File: config.mk
export PLATFORM = sky130hd
export DESIGN_NAME = clarvi_part_sequencer
export DESIGN_NICKNAME = d
export VERILOG_FILES = /design/src/rtl/clarvi_part_sequencer.sv
export SDC_FILE = /design/constraint.sdc
export NUM_CORES = 1
export LEC_CHECK = 0
export BUFFER_PORTS_ARGS = -buffer_cell sky130_fd_sc_hd__buf_2
export CORE_MARGIN = 5
export CORE_UTILIZATION = 45
export CTS_CLUSTER_DIAMETER = 50
export CTS_CLUSTER_SIZE = 14
export DETAILED_ROUTE_END_ITERATION = 10
export PLACE_DENSITY = 0.87
export SLEW_MARGIN = 20
export SYNTH_ARGS = -nofsm -noshare
export SYNTH_HDL_FRONTEND = slang
export SYNTH_SLANG_ARGS = --single-unit
File: constraint.sdc
create_clock -name clock -period 2 [get_ports clock]
set_input_delay 0.3 -clock clock [delete_from_list [all_inputs] [get_ports clock]]
set_output_delay 0.3 -clock clock [all_outputs]
set_load 0.01 [all_outputs]
File: src/rtl/clarvi_part_sequencer.sv
// Splits one decoded instruction into XLEN/SLICE_W slice micro-ops.
// Ports: clock/reset_n, flush, in_* accept side, out_* micro-op side, busy.
module clarvi_part_sequencer #(
  parameter  int XLEN      = 64,
  parameter  int SLICE_W   = 32,
  parameter  int PAYLOAD_W = 64,
  localparam int NPARTS    = XLEN / SLICE_W,
  localparam int PART_W    = (NPARTS > 1) ? $clog2(NPARTS) : 1
) (
  input  logic                 clock,
  input  logic                 reset_n,
  input  logic                 flush,
  input  logic                 in_valid,
  output logic                 in_ready,
  input  logic [PAYLOAD_W-1:0] in_payload,
  input  logic                 in_reverse,
  input  logic                 in_single,
  output logic                 out_valid,
  input  logic                 out_ready,
  output logic [PAYLOAD_W-1:0] out_payload,
  output logic [PART_W-1:0]    out_part,
  output logic                 out_first,
  output logic                 out_last,
  output logic                 busy
);

  if ((XLEN % SLICE_W) != 0 || NPARTS > 16 || NPARTS < 1)
  begin : g_bad_cfg
    $error("XLEN must be 1..16 multiples of SLICE_W");
  end

  localparam logic [PART_W-1:0] LAST_P =
    PART_W'(NPARTS - 1);

  typedef enum logic {
    IDLE,
    ISSUE
  } state_t;

  state_t                 state_q, state_d;
  logic [PART_W-1:0]      part_q, part_d;
  logic [PART_W-1:0]      issued_q, issued_d;
  logic [PAYLOAD_W-1:0]   payload_q, payload_d;
  logic                   rev_q, rev_d;
  logic                   single_q, single_d;

  logic                   accept;
  logic                   take;
  logic                   rev_in;
  logic [PART_W-1:0]      last_idx;

  // A single-slice instruction never walks the counter.
  assign rev_in   = in_reverse && !in_single &&
                    (NPARTS > 1);
  assign last_idx = single_q ? '0 : LAST_P;

  assign out_valid = (state_q == ISSUE);
  assign busy      = out_valid;
  assign out_first = out_valid && (issued_q == '0);
  assign out_last  = out_valid && (issued_q == last_idx);
  assign take      = out_valid && out_ready;

  // Refill on the last micro-op keeps issue gap-free.
  assign in_ready = !flush &&
    ((state_q == IDLE) || (take && out_last));
  assign accept   = in_valid && in_ready;

  assign out_payload = payload_q;
  assign out_part    = (NPARTS == 1) ? '0 : part_q;

  always_comb begin
    state_d   = state_q;
    part_d    = part_q;
    issued_d  = issued_q;
    payload_d = payload_q;
    rev_d     = rev_q;
    single_d  = single_q;
    if (flush) begin
      state_d  = IDLE;
      part_d   = '0;
      issued_d = '0;
    end else begin
      if (take) begin
        if (out_last) begin
          state_d  = IDLE;
          part_d   = '0;
          issued_d = '0;
        end else begin
          part_d   = rev_q ? part_q - 1'b1
                           : part_q + 1'b1;
          issued_d = issued_q + 1'b1;
        end
      end
      if (accept) begin
        state_d   = ISSUE;
        part_d    = rev_in ? LAST_P : '0;
        issued_d  = '0;
        payload_d = in_payload;
        rev_d     = rev_in;
        single_d  = in_single;
      end
    end
  end

  always_ff @(posedge clock or negedge reset_n) begin
    if (!reset_n) begin
      state_q   <= IDLE;
      part_q    <= '0;
      issued_q  <= '0;
      payload_q <= '0;
      rev_q     <= 1'b0;
      single_q  <= 1'b0;
    end else begin
      state_q   <= state_d;
      part_q    <= part_d;
      issued_q  <= issued_d;
      payload_q <= payload_d;
      rev_q     <= rev_d;
      single_q  <= single_d;
    end
  end

endmodule

### After elaboration in Yosys (flattened, before gate mapping)

Index checks and enable logic that the tools add are counted.

* bits of input ports: 71
* word-level logic and storage cells: 42
* bits in registers: 69
* latch bits: 0
* ROM bits: 0
* RAM bits: 0
* memories: 0

* muxes and demuxes: 15
* multiply operators: 0
* bitwise gates (word level): 3
* shift-type cells: 0
* reductions and logical operators: 14
* equal/unequal tests: 1
* magnitude comparators: 0
* add/sub/neg operators: 3
* div/mod/pow operators: 0

Operators by type and width (number)
* two-way mux 1 bit: 15
* logical AND 1 bit: 7
* nonzero test 3 bit: 2
* AND reduction 2 bit: 2
* NOT 1 bit: 3
* adder 1 bit (second input constant): 2
* zero test 1 bit: 2
* equality test 1 bit: 1
* logical OR 1 bit: 1
* subtractor 1 bit (second input constant): 1

### Longest topological paths before layout

* word-level depth: 9
* mapped depth: 5
* mapped depth without buffers: 3

### Worst setup path after synthesis

Ideal clock, no wire load.

* path kind: reg2reg
* start point: register state_q (netlist: busy)
* end point: register payload_q[0] (netlist: out_payload[0])
* required time: 1873 ps
* cell stages (with the launch flop): 6
* data arrival time: 1699 ps
* setup slack: 173 ps
* path through: dfrtp_1 or3b_2 o41ai_2 buf_6 buf_8 mux2_1

* cells in the longest elaborated chain, start to end: 6

RTL lines
* start, declared: line 40 `state_t state_q, state_d;`
* start signal, assigned: line 114 `state_q <= state_d;`
* logical AND 1 bit, on equally long branches: line 61, 60
* logical AND 1 bit: line 65 `((state_q == IDLE) || (take && out_last));`
* logical OR 1 bit *: line 65
* logical AND 1 bit *: line 64 `assign in_ready = !flush &&`
* logical AND 1 bit *: line 66 `assign accept = in_valid && in_ready;`
* AND reduction 2 bit (no line) *
* end signal, assigned: line 117 `payload_q <= payload_d;`
* end, declared: line 43 `logic [PAYLOAD_W-1:0] payload_q, payload_d;`

Mark *: on every way between the ends. The rest lies on a longest branch, timed or not.
A chain may end at the register's enable or synchronous reset.

### Worst setup path after layout

* start point: register issued_q
* end point: output in_ready

* cells in the longest elaborated chain, start to end: 5

RTL lines
* start, declared: line 42 `logic [PART_W-1:0] issued_q, issued_d;`
* start signal, assigned: line 116 `issued_q <= issued_d;`
* equality test 1 bit: line 60 `assign out_last = out_valid && (issued_q == last_idx);`
* logical AND 1 bit: line 60
* logical AND 1 bit: line 65
* logical OR 1 bit: line 65
* logical AND 1 bit: line 64
* end, declared: line 14 `output logic in_ready,`

No other way between the ends.

==> flow_metrics.tcl <==
set metrics [dict create \
    status "finished clean" \
    powerDensity_mw_per_mm2 1090 \
    synth.distinct_cells 23 \
    hold_viol_final 0 \
    wl_mm 5.79 \
    synth_top_family_by_area "multiplexers" \
    post_cts_buffers 0 \
    worst_pin_slew_ns 0.413 \
    initial_core_util_pct 45.9 \
    switching_share_pct 28.0 \
    reg2reg_slack_ns 0.16 \
    coreArea_mm2 0.00589 \
    critPathMaxFanout 7 \
    async_flop_share_pct 100 \
    nets 386 \
    r2r-end "out_payload[50]" \
    drc 0 \
    criticalPathCategory "flip-flop to primary output" \
    reg2regPathDepth 4 \
    grt.total_usage_pct 15.2 \
    maxCapViolCount 0 \
    crit_chain "xnor2_2 > o21ai_0 > nor2b_1 > buf_2" \
    detail_route.wl_per_cell_um 14.7 \
    cts.clk_slew.worst_paths_ns 0.07 \
    grt_max_degree 69 \
    p_comb_share_pct 24.9 \
    tns_ns 0 \
    placed_area_mm2 0.00347 \
    peakVddDrop_uv 661 \
    leakage_nw 1.83 \
    root_buffer "clkbuf_8" \
    cts.path.max_buffers 2 \
    portBuffers 140 \
    drt_iter0_markers 45 \
    holdWs_ns 0.191 \
    hold_start "in_payload[41]" \
    synthAdderAreaFrac_pct 0 \
    antenna_cells 0 \
    vias 1877 \
    cp-start-kind "flip-flop" \
    slew_headroom_pct 72.4 \
    synth_area_per_cell_um2 16.2 \
    grt_pass1_vias 2043 \
    synth_top_area_share_pct 63.1 \
    synth-compound-area-share_pct 3.25 \
    synth_area_leaders "dfrtp_1 63%, mux2_1 20%, mux2_2 6.3%" \
    die_x_um 87.4 \
    dr.pass1.iters 3 \
    internal_power_mw 2.91 \
    hp-class "input port to flip-flop" \
    cp_top_family "flip-flops" \
    htreeDepth 3 \
    rows 28 \
    pwr-share-seq_pct 45.8 \
    ioPinCount 141 \
    synth_edf_count 0 \
    yosys_register_bits 68 \
    clk_latency_ns 0.32 \
    syn_nets 238 \
    gp_congestion 0.786 \
    cts_buffers 9 \
    min_to "out_payload[41]" \
    finalSetupViolCount 0 \
    cp.arrival_ns 1.59 \
    fin_crit_ns 1.89 \
    vias_per_cell 4.75 \
    grt_overflow 0 \
    r2r-start "issued_q" \
    critPathCaptureType "primary output" \
    synthTopCellsByCount "68 x dfrtp_1, 49 x mux2_1, 15 x mux2_2" \
    utilization_pct 63.0 \
    path_buf_inv 1 \
    seq_area_frac_synth_pct 63.1 \
    clkPwrFrac_pct 29.4 \
    p_sw_mw 1.13 \
    tritoncts "yes" \
    numClockSinks 68 \
    fin_crit_sh_pct 94.7 \
    fmax_ghz 0.528 \
    slowest_delay_ns 0.47 \
    yosys.area_share.xor_xnor_pct 0.325 \
    required_ns 1.70 \
    fin_area_mm2 0.00371 \
    synthFlopType "dfrtp_1" \
    slowest_stage "dfrtp_1" \
    post-dp-hpwl_mm 4.40 \
    fin_worst_skew_ns 0.00839 \
    syn_area_mm2 0.00270 \
    antenna_found_initial 0 \
    hold_path_depth 2 \
    report.final.slew_viol_count 0 \
    synth_most_common_cell "dfrtp_1" \
    ant_nets 0 \
    area_delta_synth_final_pct 37.4 \
    yosys.area.top_type "dfrtp_1" \
    grt_pass1_wl_mm 9.03 \
    drive_above_1_share_pct 55.6 \
    yosys.area_share.simple_pct 2.60 \
    die_h_um 87.4 \
    die-area_mm2 0.00765 \
    yosys_warnings 0 \
    yosys-mux-area-fraction_pct 26.7 \
    rsz0062_at_grt "no" \
    synth_cells 167 \
]
[placed cells by master, fill, tap and decap left out]
cell type      instances
buf_2                140
nor2b_1                6
dfrtp_1               68
nor2_1                 1
nand2_1                1
dlygate4sd3_1          1
inv_1                  3
a21bo_2                1
clkinv_4               1
clkbuf_1               1
a21boi_0               1
mux2_1                49
clkinv_2               1
a21oi_1                2
clkinvlp_4             2
or3b_2                 1
mux2_2                15
nor3b_1                1
buf_4                  1
o2bb2ai_1              1
a22oi_1                1
and3b_1                1
o21ai_0                3
xnor2_2                1
clkbuf_8               9
bufinv_16              2
a31oi_1                2
buf_12                 3
o41ai_4                1
[through the flow]
| step | total power [mW] | std cells | worst slack, ns |
|---|---|---|---|
| finish | 4.04 | 395 | 0.105 |
| global route | 4.29 | 395 | 0.0243 |
| CTS | 4.12 | 395 | 0.0909 |
| detailed placement | 2.90 | 378 | 0.139 |
| global placement | 2.85 | 378 | 0.202 |
| floorplan | 2.38 | 167 | 0.173 |
[registers in the layout (all words and copies together), names as in the netlist]
name,cells
out_part,1
issued_q,1
single_q,1
out_payload,64
busy,1
[power groups by stage]
stage	clock network (mW)	logic, mW	registers, mW
2_1_floorplan	0	0.352	2.03
3_3_place_gp	0	0.997	1.85
3_5_place_dp	0	1.03	1.88
4_1_cts	1.23	1.03	1.86
5_1_grt	1.29	1.10	1.90
6_report	1.19	1.01	1.85
[kinds of logic (layout without fill, tap and decap cells)]
family	after synthesis	count (layout)
DFF	68	68
xor gates and xnor gates	1	1
and+or+nand+nor	11	11
buffers and inverters	11	164
AOI/OAI and AO/OA	12	12
muxes	64	64
[routing by layer]
metal	wire [um]	GRT usage [%]	share of wire [%]
met5	0	0	0
met4	56	6.28	0.97
met3	660	5.49	11
met2	2940	25.8	51
met1	2140	17.4	37
[repair_timing]
item                                    4_1_cts  5_1_grt
endpoints found under the setup margin        1        0
endpoints found under the hold margin        41        0
hold buffers                                  1        0
gates resized for setup                       1        0
[area by class of cell]
type / count / area, um2
Clock buffer: 10 / 128
Clock inverter: 6 / 88.8
Fill cell: 467 / 2180
Inverter: 3 / 11.3
Multi-Input combinational cell: 88 / 906
Sequential cell: 68 / 1700
Tap cell: 75 / 93.8
Timing Repair Buffer: 145 / 778
[worst max path at each step]
stage	startpoint	endpoint	slack, ns	cells after the start
CTS	issued_q	in_ready	0.09	4
global placement	flush	out_payload[23]	0.20	5
floorplan	busy	out_payload[0]	0.17	5
finish	issued_q	in_ready	0.11	4
global route	issued_q	in_ready	0.02	4
detailed placement	issued_q	out_payload[40]	0.14	4
Power figures use the tool's default switching activity.
